==> src/rtl/rca_arb_pkg.sv <==
`default_nettype none
// +-----------------------------------------------------------------------+
// | Package : rca_arb_pkg                                                 |
// | Shared types and constants for the shared-RCA round-robin arbiter.    |
// | Contents: FSM state enum, requester-id width, minimum settle time.    |
// | Revision: 1.0 - initial release                                       |
// +-----------------------------------------------------------------------+
package rca_arb_pkg;

   typedef enum logic [1:0] {
      ST_IDLE   = 2'd0,
      ST_SETTLE = 2'd1,
      ST_RESP   = 2'd2
   } arb_state_e;

   localparam int ID_W       = 1;
   localparam int SETTLE_MIN = 1;

endpackage : rca_arb_pkg
`default_nettype wire

==> src/rtl/rca_share_arbiter_rca.sv <==
`default_nettype none
// +-----------------------------------------------------------------------+
// | Module  : rca                                                         |
// | Purely combinational N-bit ripple-carry adder.                        |
// | Ports   : a, b   - N-bit operands                                     |
// |           cin    - carry-in                                           |
// |           s      - N-bit sum                                          |
// |           cout   - carry-out of the top bit                           |
// |           p      - per-bit propagate vector (a ^ b)                   |
// | Revision: 1.0 - initial release                                       |
// +-----------------------------------------------------------------------+
module rca #(
   parameter int N = 16
) (
   input  logic [N-1:0] a,
   input  logic [N-1:0] b,
   input  logic         cin,
   output logic [N-1:0] s,
   output logic         cout,
   output logic [N-1:0] p
);

   logic [N:0]   w_c;
   logic [N-1:0] w_p;

   assign w_c[0] = cin;

   for (genvar i = 0; i < N; i++) begin : g_bit
      assign w_p[i]   = a[i] ^ b[i];
      assign s[i]     = w_p[i] ^ w_c[i];
      assign w_c[i+1] = (a[i] & b[i]) | (w_p[i] & w_c[i]);
   end

   assign p    = w_p;
   assign cout = w_c[N];

endmodule : rca
`default_nettype wire

==> src/rtl/rca_share_arbiter.sv <==
`default_nettype none
// +-----------------------------------------------------------------------+
// | Module  : rca_share_arbiter                                           |
// | Shares one ripple-carry adder between two requesters. A round-robin   |
// | arbiter accepts one operation, the operands are held on the adder for |
// | SETTLE cycles, then {cout,s,p} and the requester id are returned on a |
// | valid/ready response channel.                                         |
// | Ports   : clk, rst             - clock, synchronous active-high reset |
// |           req0_* / req1_*      - valid/ready + A, B, Cin per requester|
// |           rsp_valid/rsp_ready  - response handshake                   |
// |           rsp_id, rsp_S,                                              |
// |           rsp_Cout, rsp_P      - result and owning requester          |
// | Revision: 1.0 - initial release                                       |
// +-----------------------------------------------------------------------+
module rca_share_arbiter
   import rca_arb_pkg::*;
#(
   parameter int N      = 16,
   parameter int SETTLE = 3
) (
   input  logic         clk,
   input  logic         rst,
   input  logic         req0_valid,
   output logic         req0_ready,
   input  logic [N-1:0] req0_A,
   input  logic [N-1:0] req0_B,
   input  logic         req0_Cin,
   input  logic         req1_valid,
   output logic         req1_ready,
   input  logic [N-1:0] req1_A,
   input  logic [N-1:0] req1_B,
   input  logic         req1_Cin,
   output logic         rsp_valid,
   input  logic         rsp_ready,
   output logic         rsp_id,
   output logic [N-1:0] rsp_S,
   output logic         rsp_Cout,
   output logic [N-1:0] rsp_P
);

   // An out-of-range SETTLE is clamped to the shortest legal hold time.
   localparam int c_settle_eff = (SETTLE < SETTLE_MIN) ? SETTLE_MIN : SETTLE;
   localparam int c_cnt_w      = (c_settle_eff > 1) ? $clog2(c_settle_eff) : 1;
   localparam logic [c_cnt_w-1:0] c_cnt_load = c_cnt_w'(c_settle_eff - 1);

   arb_state_e        r_state;
   arb_state_e        w_state_nxt;
   logic [c_cnt_w-1:0] r_cnt;
   logic [ID_W-1:0]   r_last_grant;

   logic [N-1:0]      r_a;
   logic [N-1:0]      r_b;
   logic              r_cin;
   logic [ID_W-1:0]   r_id;

   logic              r_rsp_valid;
   logic [ID_W-1:0]   r_rsp_id;
   logic [N-1:0]      r_rsp_s;
   logic              r_rsp_cout;
   logic [N-1:0]      r_rsp_p;

   logic [ID_W-1:0]   w_grant_id;
   logic              w_any_valid;
   logic              w_accept;
   logic              w_capture;
   logic              w_rsp_take;
   logic [N-1:0]      w_sel_a;
   logic [N-1:0]      w_sel_b;
   logic              w_sel_cin;

   logic [N-1:0]      w_rca_s;
   logic              w_rca_cout;
   logic [N-1:0]      w_rca_p;

   // Round robin: a lone requester always wins; on a tie the one that
   // did not win last time is chosen.
   assign w_any_valid = req0_valid | req1_valid;
   assign w_grant_id  = (req0_valid && req1_valid) ? ~r_last_grant
                      : (req1_valid ? ID_W'(1) : ID_W'(0));

   assign w_sel_a   = (w_grant_id == ID_W'(1)) ? req1_A   : req0_A;
   assign w_sel_b   = (w_grant_id == ID_W'(1)) ? req1_B   : req0_B;
   assign w_sel_cin = (w_grant_id == ID_W'(1)) ? req1_Cin : req0_Cin;

   // The adder only ever sees the registered operands, so requester
   // inputs can change freely once an operation has been accepted.
   rca #(.N(N)) u_rca (
      .a    (r_a),
      .b    (r_b),
      .cin  (r_cin),
      .s    (w_rca_s),
      .cout (w_rca_cout),
      .p    (w_rca_p)
   );

   always_ff @(posedge clk) begin
      if (rst) begin
         r_state <= ST_IDLE;
      end else begin
         r_state <= w_state_nxt;
      end
   end

   always_comb begin
      w_state_nxt = r_state;
      w_accept    = 1'b0;
      w_capture   = 1'b0;
      w_rsp_take  = 1'b0;
      req0_ready  = 1'b0;
      req1_ready  = 1'b0;
      case (r_state)
         ST_IDLE: begin
            // Ready is withheld during reset so no handshake is seen on
            // an edge that the reset will override.
            if (w_any_valid && !rst) begin
               req0_ready  = (w_grant_id == ID_W'(0));
               req1_ready  = (w_grant_id == ID_W'(1));
               w_accept    = 1'b1;
               w_state_nxt = ST_SETTLE;
            end
         end
         ST_SETTLE: begin
            if (r_cnt == '0) begin
               w_capture   = 1'b1;
               w_state_nxt = ST_RESP;
            end
         end
         ST_RESP: begin
            if (rsp_ready) begin
               w_rsp_take  = 1'b1;
               w_state_nxt = ST_IDLE;
            end
         end
         default: begin
            w_state_nxt = ST_IDLE;
         end
      endcase
   end

   always_ff @(posedge clk) begin
      if (rst) begin
         r_cnt        <= '0;
         r_last_grant <= ID_W'(1);
         r_a          <= '0;
         r_b          <= '0;
         r_cin        <= 1'b0;
         r_id         <= '0;
         r_rsp_valid  <= 1'b0;
         r_rsp_id     <= '0;
         r_rsp_s      <= '0;
         r_rsp_cout   <= 1'b0;
         r_rsp_p      <= '0;
      end else begin
         if (w_accept) begin
            r_a          <= w_sel_a;
            r_b          <= w_sel_b;
            r_cin        <= w_sel_cin;
            r_id         <= w_grant_id;
            r_last_grant <= w_grant_id;
            r_cnt        <= c_cnt_load;
         end else if ((r_state == ST_SETTLE) && (r_cnt != '0)) begin
            r_cnt <= r_cnt - c_cnt_w'(1);
         end

         if (w_capture) begin
            r_rsp_valid <= 1'b1;
            r_rsp_id    <= r_id;
            r_rsp_s     <= w_rca_s;
            r_rsp_cout  <= w_rca_cout;
            r_rsp_p     <= w_rca_p;
         end else if (w_rsp_take) begin
            r_rsp_valid <= 1'b0;
         end
      end
   end

   assign rsp_valid = r_rsp_valid;
   assign rsp_id    = r_rsp_id;
   assign rsp_S     = r_rsp_s;
   assign rsp_Cout  = r_rsp_cout;
   assign rsp_P     = r_rsp_p;

endmodule : rca_share_arbiter
`default_nettype wire
==> config.mk <==
export PLATFORM = sky130hd
export DESIGN_NAME = rca_share_arbiter
export DESIGN_NICKNAME = d
export VERILOG_FILES = /design/src/rtl/rca_arb_pkg.sv /design/src/rtl/rca_share_arbiter_rca.sv /design/src/rtl/rca_share_arbiter.sv
export SDC_FILE = /design/constraint.sdc
export NUM_CORES = 1
export LEC_CHECK = 0
export CAP_MARGIN = 20
export CORE_UTILIZATION = 25
export CTS_BUF_LIST = sky130_fd_sc_hd__clkbuf_16
export CTS_CLUSTER_SIZE = 25
export DETAILED_ROUTE_END_ITERATION = 10
export MAX_ROUTING_LAYER = met4
export PLACE_DENSITY = 0.55
export RECOVER_POWER = 50
export SLEW_MARGIN = 20
export SYNTH_ARGS = -nofsm -noshare
export SYNTH_HDL_FRONTEND = slang
export SYNTH_HIERARCHICAL = 1
export SYNTH_SLANG_ARGS = --single-unit
==> constraint.sdc <==
create_clock -name clk -period 6.7 [get_ports clk]
set_clock_uncertainty 0.1 [all_clocks]
set_input_delay 0.67 -clock clk [delete_from_list [all_inputs] [get_ports clk]]
set_output_delay 0.67 -clock clk [all_outputs]
set_load 0.01 [all_outputs]
=== Yosys cells after proc, flatten, opt, wreduce, memory -nomap -nowiden ===
Cells that the tools add are included.

* Bits of input ports: 71
* Output and inout port bits: 37
* Word-level logic and storage cells: 136
* Register bits after elaboration: 74

* Bitwise operators: 83
* Reduce and logical (&&, ||, !) cells: 11
* Add/subtract/negate cells: 1
* Eq/ne operators: 5
* Muxes and demuxes: 23

{| class="wikitable"
|+ Operators with widths
! kind !! number
|-
| $and A1 B1 Y1 || 32
|-
| $mux W16 || 2
|-
| $xor A1 B1 Y1 || 32
|-
| $or A1 B1 Y1 || 17
|-
| $mux W1 || 15
|-
| $mux W2 || 5
|-
| $ne A2 B2 Y1 const B || 3
|-
| $pmux W2 S3 || 1
|-
| $reduce_bool A2 Y1 || 3
|-
| $logic_not A2 Y1 || 2
|-
| $logic_and A1 B1 Y1 || 3
|-
| $reduce_and A3 Y1 || 1
|-
| $eq A2 B1 Y1 const B || 1
|-
| $eq A2 B2 Y1 const B || 1
|-
| $not A1 Y1 || 2
|-
| $reduce_or A2 Y1 || 1
|-
| $sub A2 B1 Y2 const B || 1
|-
| $logic_not A1 Y1 || 1
|}

=== Depth between registers and ports, before layout ===
* Depth in word-level cells: 33
* Gate-level depth with buffers: 22
* Mapped depth without buffers: 22

=== Hierarchy ===
The synthesis kept the hierarchy.

{| class="wikitable"
|+ By module, submodules not included
! module !! cells each !! area an instance (um2) !! sequential area each (um2) !! instances
|-
| rca_share_arbiter || 371 || 3199.3 || 1481.4 || 1
|-
| rca || 42 || 558.0 || 0.0 || 1
|}

=== Least setup slack after synthesis ===
No wires, ideal clock.

* Path kind: register to register
* Start point: register r_a[0]
* End point: register r_rsp_s[15], in the netlist rsp_S[15]
* Period minus slack after synthesis: 6.671 ns
* Path slack: 0.029 ns
* Arrival: 6.501 ns
* Data required time: 6.530 ns
* Buffers on the path: 0
* Setup time: 0.070 ns
* Stages on the path, launching flop included: 23
* Cells stage by stage: dfxtp_1 > inv_1 > fa_1 > inv_1 > fa_1 > fa_1 > fa_1 > fa_1 > fa_1 > fa_1 > fa_1 > fa_1 > fa_1 > fa_1 > fa_1 > fa_1 > fa_1 > fa_1 > inv_1 > fa_1 > inv_1 > nand2_1 > a21oi_1

* Cells in the longest elaborated chain, start to end: 32
* Elaborated cells between the ends (all ways): 33
* Classes of those cells: bitwise: 33

{| class="wikitable"
|+ Ends and longest elaborated chain
! element !! RTL line !! source
|-
| start: declaration || rca_share_arbiter.sv:51 || <nowiki>logic [N-1:0] r_a;</nowiki>
|-
| start signal: assignment || rca_share_arbiter.sv:155 || <nowiki>r_a <= w_sel_a;</nowiki>
|-
| $xor A1 B1 Y1 || rca_share_arbiter_rca.sv:29 || <nowiki>assign w_p[i] = a[i] ^ b[i];</nowiki>
|-
| $and A1 B1 Y1 || rca_share_arbiter_rca.sv:31 || <nowiki>assign w_c[i+1] = (a[i] & b[i]) | (w_p[i] & w_c[i]);</nowiki>
|-
| $or A1 B1 Y1 (*) || rca_share_arbiter_rca.sv:31 ||
|-
| $and A1 B1 Y1 (*) || rca_share_arbiter_rca.sv:31 ||
|-
| $or A1 B1 Y1 (*) || rca_share_arbiter_rca.sv:31 ||
|-
| $and A1 B1 Y1 (*) || rca_share_arbiter_rca.sv:31 ||
|-
| $or A1 B1 Y1 (*) || rca_share_arbiter_rca.sv:31 ||
|-
| $and A1 B1 Y1 (*) || rca_share_arbiter_rca.sv:31 ||
|-
| [... 17 more ...] || n/a ||
|-
| $and A1 B1 Y1 (*) || rca_share_arbiter_rca.sv:31 ||
|-
| $or A1 B1 Y1 (*) || rca_share_arbiter_rca.sv:31 ||
|-
| $and A1 B1 Y1 (*) || rca_share_arbiter_rca.sv:31 ||
|-
| $or A1 B1 Y1 (*) || rca_share_arbiter_rca.sv:31 ||
|-
| $and A1 B1 Y1 (*) || rca_share_arbiter_rca.sv:31 ||
|-
| $or A1 B1 Y1 (*) || rca_share_arbiter_rca.sv:31 ||
|-
| $xor A1 B1 Y1 (*) || rca_share_arbiter_rca.sv:30 || <nowiki>assign s[i] = w_p[i] ^ w_c[i];</nowiki>
|-
| net w_rca_s[15] || rca_share_arbiter.sv:71 || <nowiki>logic [N-1:0] w_rca_s;</nowiki>
|-
| end signal: assignment || rca_share_arbiter.sv:168 || <nowiki>r_rsp_s <= w_rca_s;</nowiki>
|-
| end: declaration || rca_share_arbiter.sv:58 || <nowiki>logic [N-1:0] r_rsp_s;</nowiki>
|}

The timed path passes the listed nets; every way through them passes the cells marked *.
A chain may end at the register's enable or synchronous reset.

=== Worst setup path after layout ===
Same ends and word-level chain as after synthesis.

==> results.json <==
{
  "dr.first_iter.drc_count": 145,
  "routed_wl_mm": 10.5,
  "grt_pass1_wl_mm": 17.3,
  "synth_cell_types": 35,
  "period_minus_slack_ps": 6490,
  "num_vias": 3149,
  "synth-main-ff-cell": "dfxtp_1",
  "viasPerCell": 4.52,
  "report.final.slew_viol_count": 72,
  "ys_seq_area_share_pct": 39.4,
  "finalWeightedCongestion": 0.770,
  "worst_pin_slew_ps": 1670,
  "hp-class": "reg2reg",
  "port-buffer-count": 107,
  "syn2layout_area_growth_pct": 39.2,
  "drc": 0,
  "rsz0062_at_grt": "false",
  "hpwl_mm": 7.58,
  "crit_arrival_ps": 6630,
  "grt_max_degree": 76,
  "finalHoldViolCount": 0,
  "power.density_nw_per_um2": 247,
  "fmax_mhz": 154,
  "path_max_fanout": 2,
  "pre_cts_slack_ps": -322,
  "violations": "max-capacitance violations, max-slew violations",
  "grt_overflow_total": 0,
  "maxCapViolCount": 2,
  "pin_count": 108,
  "track_usage_pct": 14.5,
  "routedWlPerCell_um": 15.1,
  "async_reset_ff_share_pct": 0,
  "grt_pass1_vias": 3256,
  "leakage_nw": 2.05,
  "ir_worst_vdd_mv": 0.123,
  "drive_gt1_share_pct": 12.7,
  "synth_area_um2": 3760,
  "ant_nets": 0,
  "numCtsBuffers": 9,
  "finalSetupViolCount": 0,
  "core_area_um2": 14600,
  "clk_pin_slew_ps": 60,
  "clk_latency_ps": 330,
  "cp-start-kind": "register",
  "first_pass_iters": 5,
  "yosysTopAreaCell": "dfxtp_1",
  "ys_top_cells_by_area": "dfxtp_1 39%, nand2_1 12%, a311oi_2 9.6%, a21oi_1 8.8%, fa_1 8.5%",
  "clockRootBuffer": "clkbuf_16",
  "cts_tree": "done",
  "synth_cells": 413,
  "antenna_found_initial": 0,
  "cts_buffer_depth": 2,
  "fp.dieArea_um2": 15500,
  "period_share_pct": 96.8,
  "worstPathRequired_ps": 6850,
  "ys_seq_elements": 74,
  "synthTopCellsByCount": "125 x nand2_1, 74 x dfxtp_1, 66 x a21oi_1",
  "synth_area_per_cell_um2": 9.10,
  "htreeDepth": 3,
  "relSlewSlack_pct": -11.4,
  "ys_warn_count": 6,
  "synth-edff-count": 0,
  "status": "complete, but fails checks",
  "postCtsSetupBuffers": 0,
  "diodes": 0,
  "die_h_um": 125,
  "yosysMostFrequentCell": "nand2_1",
  "synth_top_area_share_pct": 39.4,
  "setup_tns_ps": 0,
  "fin_util_pct": 35.8,
  "start_util_pct": 25.8,
  "whs_ps": 350,
  "crit_type": "reg2reg",
  "row_count": 44,
  "final_nets": 612,
  "cts_sinks": 74,
  "worst_slack_ps": 213,
  "die_w_um": 125,
  "syn_nets": 517,
  "endpoint_kind": "register"
}
-- power breakdown --
part / total [mW] / switching [mW] / internal [mW]
clock network: 0.422 / 0.177 / 0.246
logic: 0.334 / 0.177 / 0.157
registers: 0.537 / 0.0456 / 0.491
total: 1.29 / 0.399 / 0.894
-- through the flow --
step	power [mW]	cells	instance area, µm²
global placement	0.886	681	4940
global route	1.38	697	5230
detailed placement	0.891	681	4940
floorplan	0.746	413	3760
finish	1.29	697	5230
CTS	1.32	697	5230
-- cells by family after synthesis --
logic type / count (synthesis) / synth area share [%]
flops: 74 / 39.4
xor+xnor: 1 / 0.233
buf+inv: 51 / 6.79
simple gates: 145 / 16.2
compound gates: 102 / 21.2
mux: 7 / 1.90
fa+ha+maj: 33 / 14.2
-- worst max-delay path, stage by stage, from the launching register on --
cell and delay, ps:
dfxtp_1 310, inv_1 80, fa_1 180, inv_1 50, fa_1 380, fa_2 350
fa_2 340, fa_2 350, fa_2 380, fa_2 380, fa_2 350, fa_2 340
fa_2 350, fa_2 360, fa_2 350, fa_2 340, fa_2 340, fa_1 360
inv_1 80, fa_1 400, inv_1 60, nand2_1 40, a21oi_1 130
-- metal layers --
metal | GRT usage (%) | part of all wire (%) | wire, µm
met5 | - | 0 | 0
met4 | 4.82 | 1.2 | 130
met3 | 3.22 | 4.0 | 423
met2 | 21.6 | 45 | 4750
met1 | 19.3 | 50 | 5210
-- cells in the final DEF (no fill, tap or decap), drive strengths merged --
cell type,Yosys,routed
o311ai,2,2
nand3b,1,1
inv,17,18
nand2,125,125
o31ai,1,1
a311oi,28,28
buf,23,10
nor3b,1,1
fa,16,16
o21ai,1,1
a21oi,66,66
dlygate4sd3,0,32
a2bb2oi,1,1
a21bo,1,1
a211oi,1,1
nor3,2,2
or2,1,1
mux2,1,1
and3b,1,1
clkinvlp,0,1
xnor2,1,1
nand4,4,4
and2,1,1
nand2b,4,4
clkinv,0,5
dfxtp,74,74
a21boi,1,1
nand3,1,1
ha,17,17
clkbuf,11,11
mux2i,6,6
nor2,4,4
clkdlybuf4s50,0,74
-- repair_timing --
| action | 4_1_cts | 5_1_grt |
|---|---|---|
| pin swaps | 2 | 1 |
| endpoints found under the setup margin | 2 | 1 |
| resized for setup | 8 | 4 |
| hold buffers | 0 | 0 |
| endpoints found under the hold margin | 0 | 0 |
-- flip-flops by register name (all words and copies together), names as in the netlist --
register	cells
r_last_grant	1
r_state	2
r_cin	1
rsp_Cout	1
r_b	16
rsp_P	16
r_cnt	2
rsp_valid	1
r_a	16
rsp_id	1
r_id	1
rsp_S	16
-- path summary, 6_finish.rpt --
path | startpoint | endpoint | slack (ps) | cells past startpoint
worst max-delay path | r_a[0] | rsp_S[15] | 210 | 22
worst min-delay path | rsp_S[1] | rsp_S[1] | 350 | 2
worst max register to register | r_a[0] | rsp_S[15] | 210 | 22
worst min register to register | rsp_S[1] | rsp_S[1] | 350 | 2
-- area by class of cell --
| class | count | area (µm²) |
|---|---|---|
| clock buffers | 9 | 225 |
| clock inverters | 7 | 37.5 |
| fillers | 1490 | 9360 |
| inverters | 17 | 63.8 |
| multi-input cells | 288 | 2050 |
| flip-flops and latches | 74 | 1480 |
| well taps | 184 | 230 |
| repair buffers | 118 | 1140 |
No activity file was read; power rests on OpenSTA's default activity.
